==> src/rtl/fetch_pkg.sv <==
`default_nettype none
// ============================================================================
// Module      : fetch_pkg
// Description : Shared types and defaults for the instruction fetch PC unit.
//               FETCH_MISALIGN_TRAP_EN adds the TRAP state.
// Revision    : 1.0 - initial release
// ============================================================================
package fetch_pkg;

    // 32-bit address / instruction word
    typedef logic [31:0] word_t;

    localparam word_t DEFAULT_RESET_PC = 32'h0000_0000;
    localparam word_t DEFAULT_PC_STEP  = 32'd4;

    // Fetch sequencer states
    typedef enum logic [1:0] {
        FETCH = 2'd0,
        HOLD  = 2'd1
`ifdef FETCH_MISALIGN_TRAP_EN
        , TRAP = 2'd2
`endif
    } fetch_state_e;

endpackage
`default_nettype wire

==> src/rtl/pc_next_select.sv <==
`default_nettype none
// ============================================================================
// Module      : pc_next_select
// Description : Combinational next-PC choice: redirect target, sequential
//               increment, or hold. Without FETCH_MISALIGN_TRAP_EN the
//               redirect target is forced word-aligned.
// Revision    : 1.0 - initial release
// ============================================================================
module pc_next_select
    import fetch_pkg::*;
#(
    parameter word_t PC_STEP = DEFAULT_PC_STEP
) (
    input  logic [31:0] pc,
    input  logic        redirect,
    input  logic [31:0] redirect_target,
    input  logic        advance,
    output logic [31:0] next_pc
);

    logic [31:0] target;

    // Misaligned targets are kept as-is when the trap logic will catch them
`ifdef FETCH_MISALIGN_TRAP_EN
    assign target = redirect_target;
`else
    assign target = redirect_target & ~32'h0000_0003;
`endif

    // Redirect wins; increment wraps naturally at 32 bits
    always_comb begin
        next_pc = pc;
        if (redirect) begin
            next_pc = target;
        end else if (advance) begin
            next_pc = pc + PC_STEP;
        end
    end

endmodule
`default_nettype wire

==> src/rtl/fetch_pc_unit.sv <==
`default_nettype none
// ============================================================================
// Module      : fetch_pc_unit
// Description : Instruction fetch PC sequencer. Issues one memory read per
//               instruction, holds the result until downstream accepts it,
//               and services branch/jump redirects with top priority.
//               FETCH_MISALIGN_TRAP_EN enables the misaligned-redirect trap.
// Revision    : 1.0 - initial release
// ============================================================================
module fetch_pc_unit
    import fetch_pkg::*;
#(
    parameter word_t RESET_PC = DEFAULT_RESET_PC,
    parameter word_t PC_STEP  = DEFAULT_PC_STEP
) (
    input  logic        clock,
    input  logic        reset,
    output logic        imem_req,
    output logic [31:0] imem_addr,
    input  logic        imem_ack,
    input  logic [31:0] imem_rdata,
    output logic        inst_valid,
    input  logic        inst_ready,
    output logic [31:0] inst_out,
    output logic [31:0] pc_out,
    input  logic        redirect,
    input  logic [31:0] redirect_target
`ifdef FETCH_MISALIGN_TRAP_EN
    ,
    output logic        trap
`endif
);

    localparam logic [1:0] ST_FETCH = 2'(FETCH);
    localparam logic [1:0] ST_HOLD  = 2'(HOLD);
`ifdef FETCH_MISALIGN_TRAP_EN
    localparam logic [1:0] ST_TRAP  = 2'(TRAP);
`endif

    logic [1:0]  state;
    logic [31:0] pc;
    logic [31:0] next_pc;
    logic        advance;
    logic        misaligned;

    assign imem_addr = pc;
    // The request is masked in the reset cycle so an aborted fetch is never seen
    assign imem_req  = (state == ST_FETCH) && !reset;
    assign advance   = (state == ST_FETCH) && imem_ack && !redirect;

`ifdef FETCH_MISALIGN_TRAP_EN
    assign misaligned = (redirect_target[1:0] != 2'b00);
    assign trap       = (state == ST_TRAP);
`else
    assign misaligned = 1'b0;
`endif

    pc_next_select #(
        .PC_STEP (PC_STEP)
    ) u_pc_next_select (
        .pc              (pc),
        .redirect        (redirect),
        .redirect_target (redirect_target),
        .advance         (advance),
        .next_pc         (next_pc)
    );

    // Fetch sequencer: redirect first, then memory ack, then downstream accept
    always_ff @(posedge clock) begin
        if (reset) begin
            pc         <= RESET_PC;
            state      <= ST_FETCH;
            inst_valid <= 1'b0;
            inst_out   <= 32'h0000_0000;
            pc_out     <= 32'h0000_0000;
        end else begin
            case (state)
`ifdef FETCH_MISALIGN_TRAP_EN
                ST_TRAP: begin
                    // Parked until reset; redirects are ignored here
                    inst_valid <= 1'b0;
                end
`endif
                default: begin
                    if (redirect) begin
                        pc         <= next_pc;
                        inst_valid <= 1'b0;
`ifdef FETCH_MISALIGN_TRAP_EN
                        state      <= misaligned ? ST_TRAP : ST_FETCH;
`else
                        state      <= ST_FETCH;
`endif
                    end else if ((state == ST_FETCH) && imem_ack) begin
                        inst_out   <= imem_rdata;
                        pc_out     <= pc;
                        inst_valid <= 1'b1;
                        pc         <= next_pc;
                        state      <= ST_HOLD;
                    end else if ((state == ST_HOLD) && inst_ready) begin
                        inst_valid <= 1'b0;
                        state      <= ST_FETCH;
                    end
                end
            endcase
        end
    end

    // misaligned only steers the trap transition; keep it referenced otherwise
    logic unused_ok;
    assign unused_ok = misaligned;

endmodule
`default_nettype wire

==> config.mk <==
export PLATFORM = sky130hd
export DESIGN_NAME = fetch_pc_unit
export DESIGN_NICKNAME = d
export VERILOG_FILES = /design/src/rtl/fetch_pkg.sv /design/src/rtl/pc_next_select.sv /design/src/rtl/fetch_pc_unit.sv
export SDC_FILE = /design/constraint.sdc
export NUM_CORES = 1
export LEC_CHECK = 0
export ABC_CLOCK_PERIOD_IN_PS = 4680
export CORE_MARGIN = 2
export CORE_UTILIZATION = 47
export DETAILED_ROUTE_END_ITERATION = 8
export GPL_ROUTABILITY_DRIVEN = 1
export GPL_TIMING_DRIVEN = 0
export PLACE_DENSITY = 0.92
export SETUP_SLACK_MARGIN = 0.02
export SYNTH_ARGS = -nofsm -noshare
export SYNTH_HDL_FRONTEND = slang
export SYNTH_SLANG_ARGS = --single-unit
export TNS_END_PERCENT = 10
==> constraint.sdc <==
create_clock -name clock -period 4.68 [get_ports clock]
set_input_delay 0.936 -clock clock [delete_from_list [all_inputs] [get_ports clock]]
set_output_delay 0.936 -clock clock [all_outputs]
set_load 0.03 [all_outputs]
Word-level counts from Yosys, hierarchy flattened

Cells that the tools add are included.

Bits in registers: 98
Latch bits: 0
Bits in writable memories: 0
Memory bits (read-only): 0
Input port bits: 69
Output and inout bits: 98
Memories: 0

Add/subtract/negate cells: 1
Multipliers: 0
Div/mod/pow operators: 0
$lt $le $gt $ge: 0
Equality and inequality tests: 0
Shifts and indexed selects: 0
Multiplexer cells: 8
Bitwise logic cells: 1
Reductions and logical operators: 11

Operator list:

| cell                                                            | count |
|---|---|
| 32-bit two-way mux                                              | 4 |
| 32-bit by 3-bit adder with 32-bit output, second input constant | 1 |
| 1-bit logical AND                                               | 4 |
| 1-bit two-way mux                                               | 4 |
| 2-bit nonzero test                                              | 2 |
| 1-bit logical NOT                                               | 2 |
| 2-bit logical NOT                                               | 1 |
| 2-bit AND reduction                                             | 1 |
| 2-bit OR reduction                                              | 1 |
| 1-bit inverter                                                  | 1 |

Depth between registers and ports, before layout

Depth in word-level cells: 7
Gate-level depth with buffers: 6
Depth with buffers taken out: 5

Hierarchy

Synthesis repeated with hierarchy kept, for this count alone.

Cells, all modules: 601
Area, all modules: 4,878.4 um^2

By module, submodules not included:

| module         | instances | cells each | area an instance (um^2) | seq. area each (um^2) |
|---|---|---|---|---|
| fetch_pc_unit  | 1         | 424        | 3,829.9                 | 1,941.9 |
| pc_next_select | 1         | 177        | 1,048.5                 | 0.0 |

Worst setup path after synthesis

OpenSTA, ideal clock, no wires.

Path type: input to output
Start point: in reset
End point: out imem_req
Data arrival time: 1.878 ns
Slack: 1.866 ns
Cell stages on the path: 4
Path through: clkbuf_8 > clkbuf_1 > buf_1 > nor2_1

Longest elaborated chain between the ends: 2

RTL lines:

| what               | RTL line            | RTL |
|---|---|---|
| start: declaration | fetch_pc_unit.sv:17 | `input logic reset,` |
| 1-bit logical NOT  | fetch_pc_unit.sv:48 | `assign imem_req = (state == ST_FETCH) && !reset;` |
| 1-bit logical AND  | fetch_pc_unit.sv:48 |  |
| end: declaration   | fetch_pc_unit.sv:18 | `output logic imem_req,` |

No other way between the ends.

Worst setup path in the final report

Ends and elaborated chain as after synthesis.

==> results_dict.tcl <==
set metrics [dict create \
    nets 753 \
    drc 0 \
    synth_seq_area_share 0.4549 \
    synth_edf_count 0 \
    cts.sink_count 93 \
    wl_per_cell_um 16.29 \
    postCtsResizedCells 0 \
    ctsLongestPathBuffers 2 \
    ff2ff_setup_slack_ns 2.33 \
    cp_cell_sequence "clkbuf_8, clkbuf_1, buf_1, nor2_1, clkdlybuf4s50_1" \
    dpl.cell_count 780 \
    dpl_cell_area_sq_mm 0.005821 \
    worstMarginPinSlew_ns 0.8584 \
    reg2reg_to "imem_addr[24]$_SDFFE_PP0P_" \
    die_w_um 97.32 \
    vdd_ir_drop_max_v 0.0002000 \
    crit_path_max_incr_delay_ns 0.61 \
    cts_tree "built" \
    endpoint_kind "output port" \
    place_hpwl_um 9630 \
    skew_ns 0.01248 \
    syn_area_per_cell_sq_um 8.009 \
    hp-class "reg -> reg" \
    regArea_sq_mm 0.001862 \
    grt.overflow.total 0 \
    synth_top_cell_by_area "dfxtp_1" \
    cts_buffers 9 \
    synthTopCellsByArea "dfxtp_1 45%, nand2_1 13%, a21oi_1 8.4%" \
    drt_iter0_markers 318 \
    yosysUniqueCellTypes 60 \
    grtUsageTotal 0.2624 \
    async_reset_ff_frac 0 \
    start_util 0.4763 \
    reg2reg_from "imem_addr[2]$_SDFFE_PP0P_" \
    clkLatencyLatePin_ns 0.36 \
    cp_max_fo 10 \
    worstSetupPathType "in -> out" \
    synthTopCellsByCount "138 x nand2_1, 93 x dfxtp_1, 69 x a21oi_1" \
    postSynthCellCount 511 \
    fillCellCount 701 \
    p_leak_uw 0.002106 \
    fin_crit_sh 0.7678 \
    place.port_buffers 158 \
    cts_root_buf "clkbuf_8" \
    crit_start "reset" \
    cp_slowest_cell "clkdlybuf4s50_1" \
    antenna_found_initial 0 \
    row_count 34 \
    die_height_um 97.32 \
    ys_warn_count 0 \
    fmax_mhz 278.3 \
    relSlewSlack 0.4225 \
    cts_hold_buf 0 \
    path_delay_family "buffers and inverters" \
    dr.pass1.iters 5 \
    final_cells 796 \
    cp-start-kind "input port" \
    hold_slack_ns 0.4593 \
    cts.clk_slew.worst_paths_ns 0.08 \
    tns_ns 0 \
    multi_input_area_sq_mm 0.002006 \
    post-cts-setup-buffer-count 0 \
    reg2reg_depth 5 \
    h-tree-depth 3 \
    grt_pass1_wl_um 20380 \
    totalWireLength_um 12970 \
    synth-seq-cells 93 \
    cp_data_required_time_ns 3.74 \
    synthDominantCellAreaShare 0.4549 \
    synth_area_sq_mm 0.004093 \
    crit_end "imem_req" \
    ys.flop_type "dfxtp_1" \
    syn_to_final_growth_pct 46.68 \
    status "finished clean" \
    rsz0062_at_grt "false" \
    crit_buf_inv 4 \
    worstSetupPathDepth 5 \
    hold_violations 0 \
    layout_setup_ws_ns 1.087 \
    cp.arrival_ns 2.66 \
    dp_slack_ns 1.124 \
    detail-route-antenna-nets 0 \
    finalSetupViolations 0 \
    grt_max_degree 17 \
    viasPerCell 5.628 \
    yosysMostFrequentCell "nand2_1" \
    io_pins 167 \
    core_sq_mm 0.008593 \
    powerDensity_mw_per_mm2 289.6 \
    num_vias 4480 \
    drv_slew 0 \
    final.min_clock_period_ns 3.593 \
    gp_congestion 0.9401 \
    cap_violations 0 \
    grt_pass1_vias 4219 \
    diodes 0 \
    final_area_sq_mm 0.006003 \
    die-area_sq_mm 0.009470 \
    drive_above_1_share 0.05523 \
]
[through the flow]
step	utilization	total power [uW]
2_1_floorplan	-	1070
3_3_place_gp	0.6773	1235
3_5_place_dp	0.6773	1243
4_1_cts	0.6986	1744
5_1_grt	0.6986	1802
6_report	0.6986	1738
[sequential cells by signal (all words and copies together) (netlist names)]
signal	flops
imem_addr	30
inst_out	32
state	1
pc_out	30
[worst register-to-register path, cell delays in order (launching register included)]
cell      delay [ns]
dfxtp_1         0.53
ha_1            0.27
nand4_1         0.21
nor4_1          0.80
a211oi_1        0.16
nor4bb_1        0.29
[layout by cell type (no fill, tap or decap), types with 12 or more instances in the layout]
cell | netlist | layout
clkdlybuf4s50_1 | 0 | 158
a21oi_1 | 69 | 69
clkbuf_8 | 2 | 12
nor2_1 | 27 | 27
clkbuf_1 | 27 | 27
dfxtp_1 | 93 | 93
nand4_1 | 13 | 13
a211oi_1 | 12 | 12
nand2_1 | 138 | 138
[per-layer routing]
layer  share of wire  global-route usage  wire, um
met1            0.40              0.3258      5246
met2            0.49              0.4380      6315
met3           0.071             0.05396       916
met4           0.038              0.1229       487
met5               0                   0         0
[worst min-delay path by stage]
stage | startpoint | endpoint | slack, ns | cells after the start
2_1_floorplan | inst_out[6]$_SDFFE_PP0P_ | inst_out[6]$_SDFFE_PP0P_ | 0.58 | 2
3_3_place_gp | inst_out[7]$_SDFFE_PP0P_ | inst_out[7]$_SDFFE_PP0P_ | 0.44 | 2
3_5_place_dp | inst_out[11]$_SDFFE_PP0P_ | inst_out[11]$_SDFFE_PP0P_ | 0.45 | 2
4_1_cts | inst_out[11]$_SDFFE_PP0P_ | inst_out[11]$_SDFFE_PP0P_ | 0.46 | 2
5_1_grt | pc_out[19]$_SDFFE_PP0P_ | pc_out[19]$_SDFFE_PP0P_ | 0.47 | 2
6_report | pc_out[3]$_SDFFE_PP0P_ | pc_out[3]$_SDFFE_PP0P_ | 0.46 | 2
[layout make-up]
cell class              instances  area share
clock buffers                  10     0.02293
clock inverters                 6    0.007503
repair buffers                158      0.2634
well taps                     108     0.02251
plain buffers                  41     0.03501
inverters                       7    0.004377
flip-flops and latches         93      0.3101
multi-input cells             373      0.3341
[cell families after synthesis]
| kind of cell | after synthesis | share of synthesized area |
|---|---|---|
| compound gates | 116 | 0.1761 |
| xor+xnor | 10 | 0.02140 |
| fa+ha+maj | 1 | 0.003057 |
| buf+inv | 48 | 0.05778 |
| flops | 93 | 0.4549 |
| other cells | 1 | 0.0009163 |
| simple gates | 242 | 0.2859 |
[report_power, final]
group	switching [uW]	internal, uW	total [uW]	leakage [uW]
Combinational	195	159	354	0.00125
Clock	296	213	509	0.0000974
Sequential	44.7	830	875	0.000762
Total	537	1200	1740	0.00211
Note: power is estimated with default switching activity, not from simulation.
